**src/rtl/ro_freq_monitor.sv**
```systemverilog
// -----------------------------------------------------------------------------
// ro_freq_monitor
//
// Purpose:
//   Drives N_CH ring-oscillator enables and measures each oscillator by
//   counting rising edges of its (pre-divided) output over a programmable
//   gate window. Software programs RO_EN and GATE, then writes START; the
//   per-channel counts are read back through the CL register interface.
//
//   Register map (offsets from BASE_ADDR):
//     +0x00      RO_EN    RW  [N_CH-1:0]
//     +0x04      GATE     RW  [31:0]
//     +0x08      CMD      W   bit0 = START
//                         R   {30'b0, done, busy}
//     +0x18+4*i  COUNT[i] RO  zero-extended to 32 bits
//   Any other read address (including COUNT[i] with i >= N_CH) returns
//   32'hdeaddead.
//
// Ports:
//   clk_main_a0    in   main clock, all logic on posedge
//   rst_main_sync  in   synchronous active-high reset
//   wr_addr        in   write address, qualified by wready
//   wready         in   single-cycle write strobe
//   wdata          in   write data
//   arvalid_q      in   single-cycle read request
//   araddr_q       in   read address, qualified by arvalid_q
//   rready         in   read-data accept
//   rvalid         out  read data valid
//   rdata          out  read data
//   rresp          out  read response, always OKAY (2'b00)
//   ro_en          out  per-channel RO enable (registered)
//   ro_in          in   RO outputs, asynchronous to clk_main_a0
//   busy           out  measurement in progress
//   done           out  sticky measurement-complete flag
// -----------------------------------------------------------------------------
module ro_freq_monitor #(
    parameter int unsigned N_CH        = 4,
    parameter int unsigned CNT_W       = 32,
    parameter int unsigned SYNC_STAGES = 2,
    parameter logic [31:0] BASE_ADDR   = 32'h0000_0508
) (
    input  logic            clk_main_a0,
    input  logic            rst_main_sync,
    input  logic [31:0]     wr_addr,
    input  logic            wready,
    input  logic [31:0]     wdata,
    input  logic            arvalid_q,
    input  logic [31:0]     araddr_q,
    input  logic            rready,
    output logic            rvalid,
    output logic [31:0]     rdata,
    output logic [1:0]      rresp,
    output logic [N_CH-1:0] ro_en,
    input  logic [N_CH-1:0] ro_in,
    output logic            busy,
    output logic            done
);

    localparam logic [31:0] OFS_RO_EN = 32'h00;
    localparam logic [31:0] OFS_GATE  = 32'h04;
    localparam logic [31:0] OFS_CMD   = 32'h08;
    localparam logic [31:0] OFS_COUNT = 32'h18;
    localparam logic [31:0] RD_UNMAP  = 32'hdead_dead;

    typedef enum logic [1:0] {
        S_IDLE,
        S_ARM,
        S_COUNT,
        S_DONE
    } state_t;

    // Saturating increment: the counter sticks at all-ones instead of wrapping.
    function automatic logic [CNT_W-1:0] sat_inc(input logic [CNT_W-1:0] v);
        return (&v) ? v : v + 1'b1;
    endfunction

    function automatic logic [31:0] zext_cnt(input logic [CNT_W-1:0] v);
        logic [31:0] r;
        r = '0;
        r[CNT_W-1:0] = v;
        return r;
    endfunction

    state_t              state_q;
    logic                busy_q;
    logic                done_q;
    logic [31:0]         gate_q;
    logic [31:0]         gate_cnt_q;
    logic [N_CH-1:0]     ro_en_q;
    logic [CNT_W-1:0]    cnt_q [N_CH];
    logic [N_CH-1:0]     sync_q [SYNC_STAGES];
    logic [N_CH-1:0]     prev_q;
    logic                rvalid_q;
    logic [31:0]         rdata_q;

    logic [31:0]         wr_ofs;
    logic [31:0]         rd_ofs;
    logic                wr_ro_en;
    logic                wr_gate;
    logic                start_req;
    logic [N_CH-1:0]     edge_d;
    logic [31:0]         rdata_d;

    // Address decode relative to BASE_ADDR; exact 32-bit match only.
    assign wr_ofs    = wr_addr - BASE_ADDR;
    assign rd_ofs    = araddr_q - BASE_ADDR;
    assign wr_ro_en  = wready && (wr_ofs == OFS_RO_EN);
    assign wr_gate   = wready && (wr_ofs == OFS_GATE);
    assign start_req = wready && (wr_ofs == OFS_CMD) && wdata[0];

    // ---- Input synchroniser and rising-edge detector ----
    // Pure data path, so no reset: the chain flushes within SYNC_STAGES+1
    // cycles and counting is only enabled after ARM anyway.
    always_ff @(posedge clk_main_a0) begin
        sync_q[0] <= ro_in;
        for (int s = 1; s < SYNC_STAGES; s++) begin
            sync_q[s] <= sync_q[s-1];
        end
        prev_q <= sync_q[SYNC_STAGES-1];
    end

    // An edge only counts while its channel is currently enabled, so
    // clearing RO_EN mid-run freezes that channel's count.
    assign edge_d = sync_q[SYNC_STAGES-1] & ~prev_q & ro_en_q;

    // ---- Configuration registers ----
    always_ff @(posedge clk_main_a0) begin
        if (rst_main_sync) begin
            ro_en_q <= '0;
            gate_q  <= '0;
        end else begin
            if (wr_ro_en) begin
                ro_en_q <= wdata[N_CH-1:0];
            end
            if (wr_gate) begin
                gate_q <= wdata;
            end
        end
    end

    // ---- Measurement FSM with registered busy/done and counters ----
    always_ff @(posedge clk_main_a0) begin
        if (rst_main_sync) begin
            state_q    <= S_IDLE;
            busy_q     <= 1'b0;
            done_q     <= 1'b0;
            gate_cnt_q <= '0;
            for (int i = 0; i < N_CH; i++) begin
                cnt_q[i] <= '0;
            end
        end else begin
            case (state_q)
                S_IDLE: begin
                    // START is only honoured here, so a START during a run is dropped.
                    if (start_req) begin
                        state_q <= S_ARM;
                    end
                end
                S_ARM: begin
                    for (int i = 0; i < N_CH; i++) begin
                        cnt_q[i] <= '0;
                    end
                    gate_cnt_q <= gate_q;
                    done_q     <= 1'b0;
                    busy_q     <= 1'b1;
                    state_q    <= (gate_q == 32'd0) ? S_DONE : S_COUNT;
                end
                S_COUNT: begin
                    for (int i = 0; i < N_CH; i++) begin
                        if (edge_d[i]) begin
                            cnt_q[i] <= sat_inc(cnt_q[i]);
                        end
                    end
                    gate_cnt_q <= gate_cnt_q - 32'd1;
                    // Leaving on gate_cnt==1 gives exactly GATE counting cycles.
                    if (gate_cnt_q == 32'd1) begin
                        state_q <= S_DONE;
                    end
                end
                S_DONE: begin
                    busy_q  <= 1'b0;
                    done_q  <= 1'b1;
                    state_q <= S_IDLE;
                end
                default: begin
                    state_q <= S_IDLE;
                end
            endcase
        end
    end

    // ---- Read data mux (live values) ----
    always_comb begin
        rdata_d = RD_UNMAP;
        if (rd_ofs == OFS_RO_EN) begin
            rdata_d = '0;
            rdata_d[N_CH-1:0] = ro_en_q;
        end else if (rd_ofs == OFS_GATE) begin
            rdata_d = gate_q;
        end else if (rd_ofs == OFS_CMD) begin
            rdata_d = {30'b0, done_q, busy_q};
        end else begin
            for (int i = 0; i < N_CH; i++) begin
                if (rd_ofs == OFS_COUNT + 32'(4 * i)) begin
                    rdata_d = zext_cnt(cnt_q[i]);
                end
            end
        end
    end

    // ---- Read response channel ----
    // A request arriving while data is still pending is dropped so the
    // pending rdata is never overwritten.
    always_ff @(posedge clk_main_a0) begin
        if (rst_main_sync) begin
            rvalid_q <= 1'b0;
            rdata_q  <= '0;
        end else if (arvalid_q && !rvalid_q) begin
            rvalid_q <= 1'b1;
            rdata_q  <= rdata_d;
        end else if (rvalid_q && rready) begin
            rvalid_q <= 1'b0;
            rdata_q  <= '0;
        end
    end

    assign rvalid = rvalid_q;
    assign rdata  = rdata_q;
    assign rresp  = 2'b00;
    assign ro_en  = ro_en_q;
    assign busy   = busy_q;
    assign done   = done_q;

endmodule

```
**config.mk**
```make
export PLATFORM = sky130hd
export DESIGN_NAME = ro_freq_monitor
export DESIGN_NICKNAME = d
export VERILOG_FILES = /design/src/rtl/ro_freq_monitor.sv
export SDC_FILE = /design/constraint.sdc
export NUM_CORES = 1
export LEC_CHECK = 0
export BUFFER_PORTS_ARGS = -buffer_cell sky130_fd_sc_hd__buf_2
export CAP_MARGIN = 20
export CORE_MARGIN = 3
export CORE_UTILIZATION = 31
export DETAILED_ROUTE_END_ITERATION = 10
export HOLD_SLACK_MARGIN = 0.05
export PLACE_DENSITY = 0.5
export SYNTH_ARGS = -nofsm -noshare
export SYNTH_HDL_FRONTEND = slang
export SYNTH_SLANG_ARGS = --single-unit
```
**constraint.sdc**
```tcl
create_clock -name clk_main_a0 -period 4 [get_ports clk_main_a0]
set_input_delay 0.4 -clock clk_main_a0 [delete_from_list [all_inputs] [get_ports clk_main_a0]]
set_output_delay 0.4 -clock clk_main_a0 [all_outputs]
set_load 0.03 [all_outputs]
```
==> run summary <==
WS Path Type: reg2reg
Warnings, synthesis: 0
Die Ht: 218 um
sequential share of the synthesized area: 42.3%
clk slew on worst S/H paths: 0.06 ns
Gate Count Post-Synth: 1,612
HP Class: in2reg
initial core utilization: 31.8%
Iter 0 DRT Violations: 901
fmax: 323 MHz
RSZ-0062 raised after global routing: no
area delta synth->final: 16.8%
fin crit share: 77.4%
PortBufs: 143
syn_area_per_cell: 8.60 sq um
number of synthesized flops with an enable pin: 96
clock buffer depth: 3
Cell variety after synth: 78
clk_skew: 0.0134 ns
Die W: 218 um
maxcap violations: 0
gr usage total: 18.8%
DP Wirelength: 34,100 um
Yosys reg bits: 245
die footprint: 47,300 sq um
n_diodes: 0
final setup violating endpoints: 0
share of cells above drive strength 1: 14.1%
first-pass GRT wire length: 71,300 um
main area contributors after synthesis: dfxtp_1 (22%), edfxtp_1 (21%), nor2_1 (5.2%)
final core utilization: 37.1%
PwrDens: 369 nW/um^2
Most used DFF post-synth: dfxtp_1
clk_lat worst skew: 0.56 ns
maximum vdd drop: 0.321 mV
Post-Syn Area: 13,900 sq um
crit path max fanout: 28
Arr. time, crit path: 3.36 ns
vias: 12,767
DRT antenna net count: 0
TritonCTS Buffers: 29
Root Buffer: clkbuf_16
Worst Path Required: 4.26 ns
final hold violations: 0
count leader, synth: nor2_1
Critical Path Source Type: register
Max Transition Viols Final: 0
status: finished, final reports clean
Top Ports: 146
DR WL/cell: 19.5 um
# nets final: 1,850
TritonCTS Sinks: 245
initial antenna violation count: 1
area leader, netlist: dfxtp_1
slew margin rel.: 41.0%
fillers: 4,465
WL final: 45,700 um
number of detailed-route iterations in the first pass: 5
Leak: 5.69 nW
top cell type's share of synthesized area: 21.5%
area of the core: 43,600 sq um
sum of negative setup slack: 0 ns
min Tclk post-route: 3.10 ns
gpl congestion: 0.864
vias per cell: 5.46
dpl cells: 2,281
Post-synth top cells: nor2_1 (193), dfxtp_1 (149), a21oi_1 (121)
CP Capture Type: register
Total Power: 5.98 mW
number of global-route vias before repair: 12,397
grt total ovfl: 0
H-tree levels: 1
Post-route DRC: 0
row cnt: 76
slew of the pin with the lowest slew margin: 0.879 ns
largest net degree at the start of global routing: 72
TritonCTS clock tree: built
post-route insts no fill: 2,338
Post-synth ARST share: 0%
## kinds of logic after synthesis
logic type	synth area share, %
AOI/OAI and AO/OA	18.0
xor gates and xnor gates	7.01
adders and majority gates	1.17
buffers and inverters	4.12
DFF	42.3
muxes	1.62
other	0.0270
and+or+nand+nor	25.7
## repair_timing
item                      4_1_cts  5_1_grt
gates resized for setup         0        0
hold buffers                    4        0
hold endpoints to repair        4        0
setup buffers                   0        0
## registers in the layout (all words and copies together), names as in the netlist
register    count
rdata          32
cnt_q         128
ro_en           4
state_q         2
rvalid          1
prev_q          4
sync_q          8
done            1
gate_q         32
gate_cnt_q     32
busy            1
## where the power goes
part           leakage [nW]  switching, mW  internal [mW]
clock network         0.469           1.07           1.57
logic                  3.10          0.361          0.197
registers              2.12          0.104           2.68
## area by class of cell
cell class | instances | area [sq um] | share of cell area [%]
Multi-Input combinational cell | 1230 | 7460 | 46.1
Sequential cell | 245 | 5870 | 36.2
Timing Repair Buffer | 181 | 1030 | 6.38
Clock buffer | 42 | 835 | 5.15
Tap cell | 585 | 732 | 4.52
Inverter | 45 | 169 | 1.04
Clock inverter | 10 | 104 | 0.641
## cells in the final DEF, fill, tap and decap left out, types with 27 or more instances in the layout
master / n
a211oi_1: 37
dfxtp_1: 149
nor3_1: 50
nand2_1: 99
xor2_1: 80
inv_1: 45
a21oi_1: 118
nand4_1: 50
buf_4: 34
buf_2: 142
xnor2_1: 31
and3_1: 27
o21ai_1: 33
clkbuf_16: 29
o21ai_0: 63
edfxtp_1: 96
o22ai_1: 30
nor2_1: 193
nand3_1: 114
## final timing paths
path / depth (start not counted) / to / slack (ns) / from
worst max register to register: 8 / cnt_q[1][23] / 0.90 / cnt_q[1][11]
worst min register to register: 0 / sync_q[0][7] / 0.33 / sync_q[0][3]
worst max-delay path: 8 / cnt_q[1][23] / 0.90 / cnt_q[1][11]
worst min-delay path: 3 / gate_q[8] / 0.09 / wdata[8]
## layer usage
metal / share of wire [%] / vias up / routed length, um / GRT usage [%]
li1: - / 6224 / - / -
met2: 46 / 332 / 21200 / 31.0
met5: 0 / - / 0 / 0
met1: 47 / 6146 / 21300 / 26.2
met3: 4.5 / 65 / 2040 / 2.47
met4: 2.4 / 0 / 1080 / 4.33
## critical path, cell delays in order, from the launching register on
cell	delay, ns
edfxtp_1	0.45
and4_1	0.28
nand4_1	0.20
or4_4	0.55
nor4_4	0.32
nand3_1	0.24
nor4_1	0.32
a21oi_2	0.13
buf_4	0.31
## per-stage QoR
| step | setup WS (ns) | hold WS [ns] | instance area (sq um) |
|---|---|---|---|
| 6_report | 0.905 | 0.0929 | 16200 |
| 2_1_floorplan | 0.520 | 0.310 | 13900 |
| 5_1_grt | 0.765 | 0.0947 | 16200 |
| 3_3_place_gp | 0.669 | 0.314 | 15200 |
| 4_1_cts | 0.908 | 0.0700 | 16200 |
| 3_5_place_dp | 0.606 | 0.313 | 15200 |
Power figures use the tool's default switching activity.
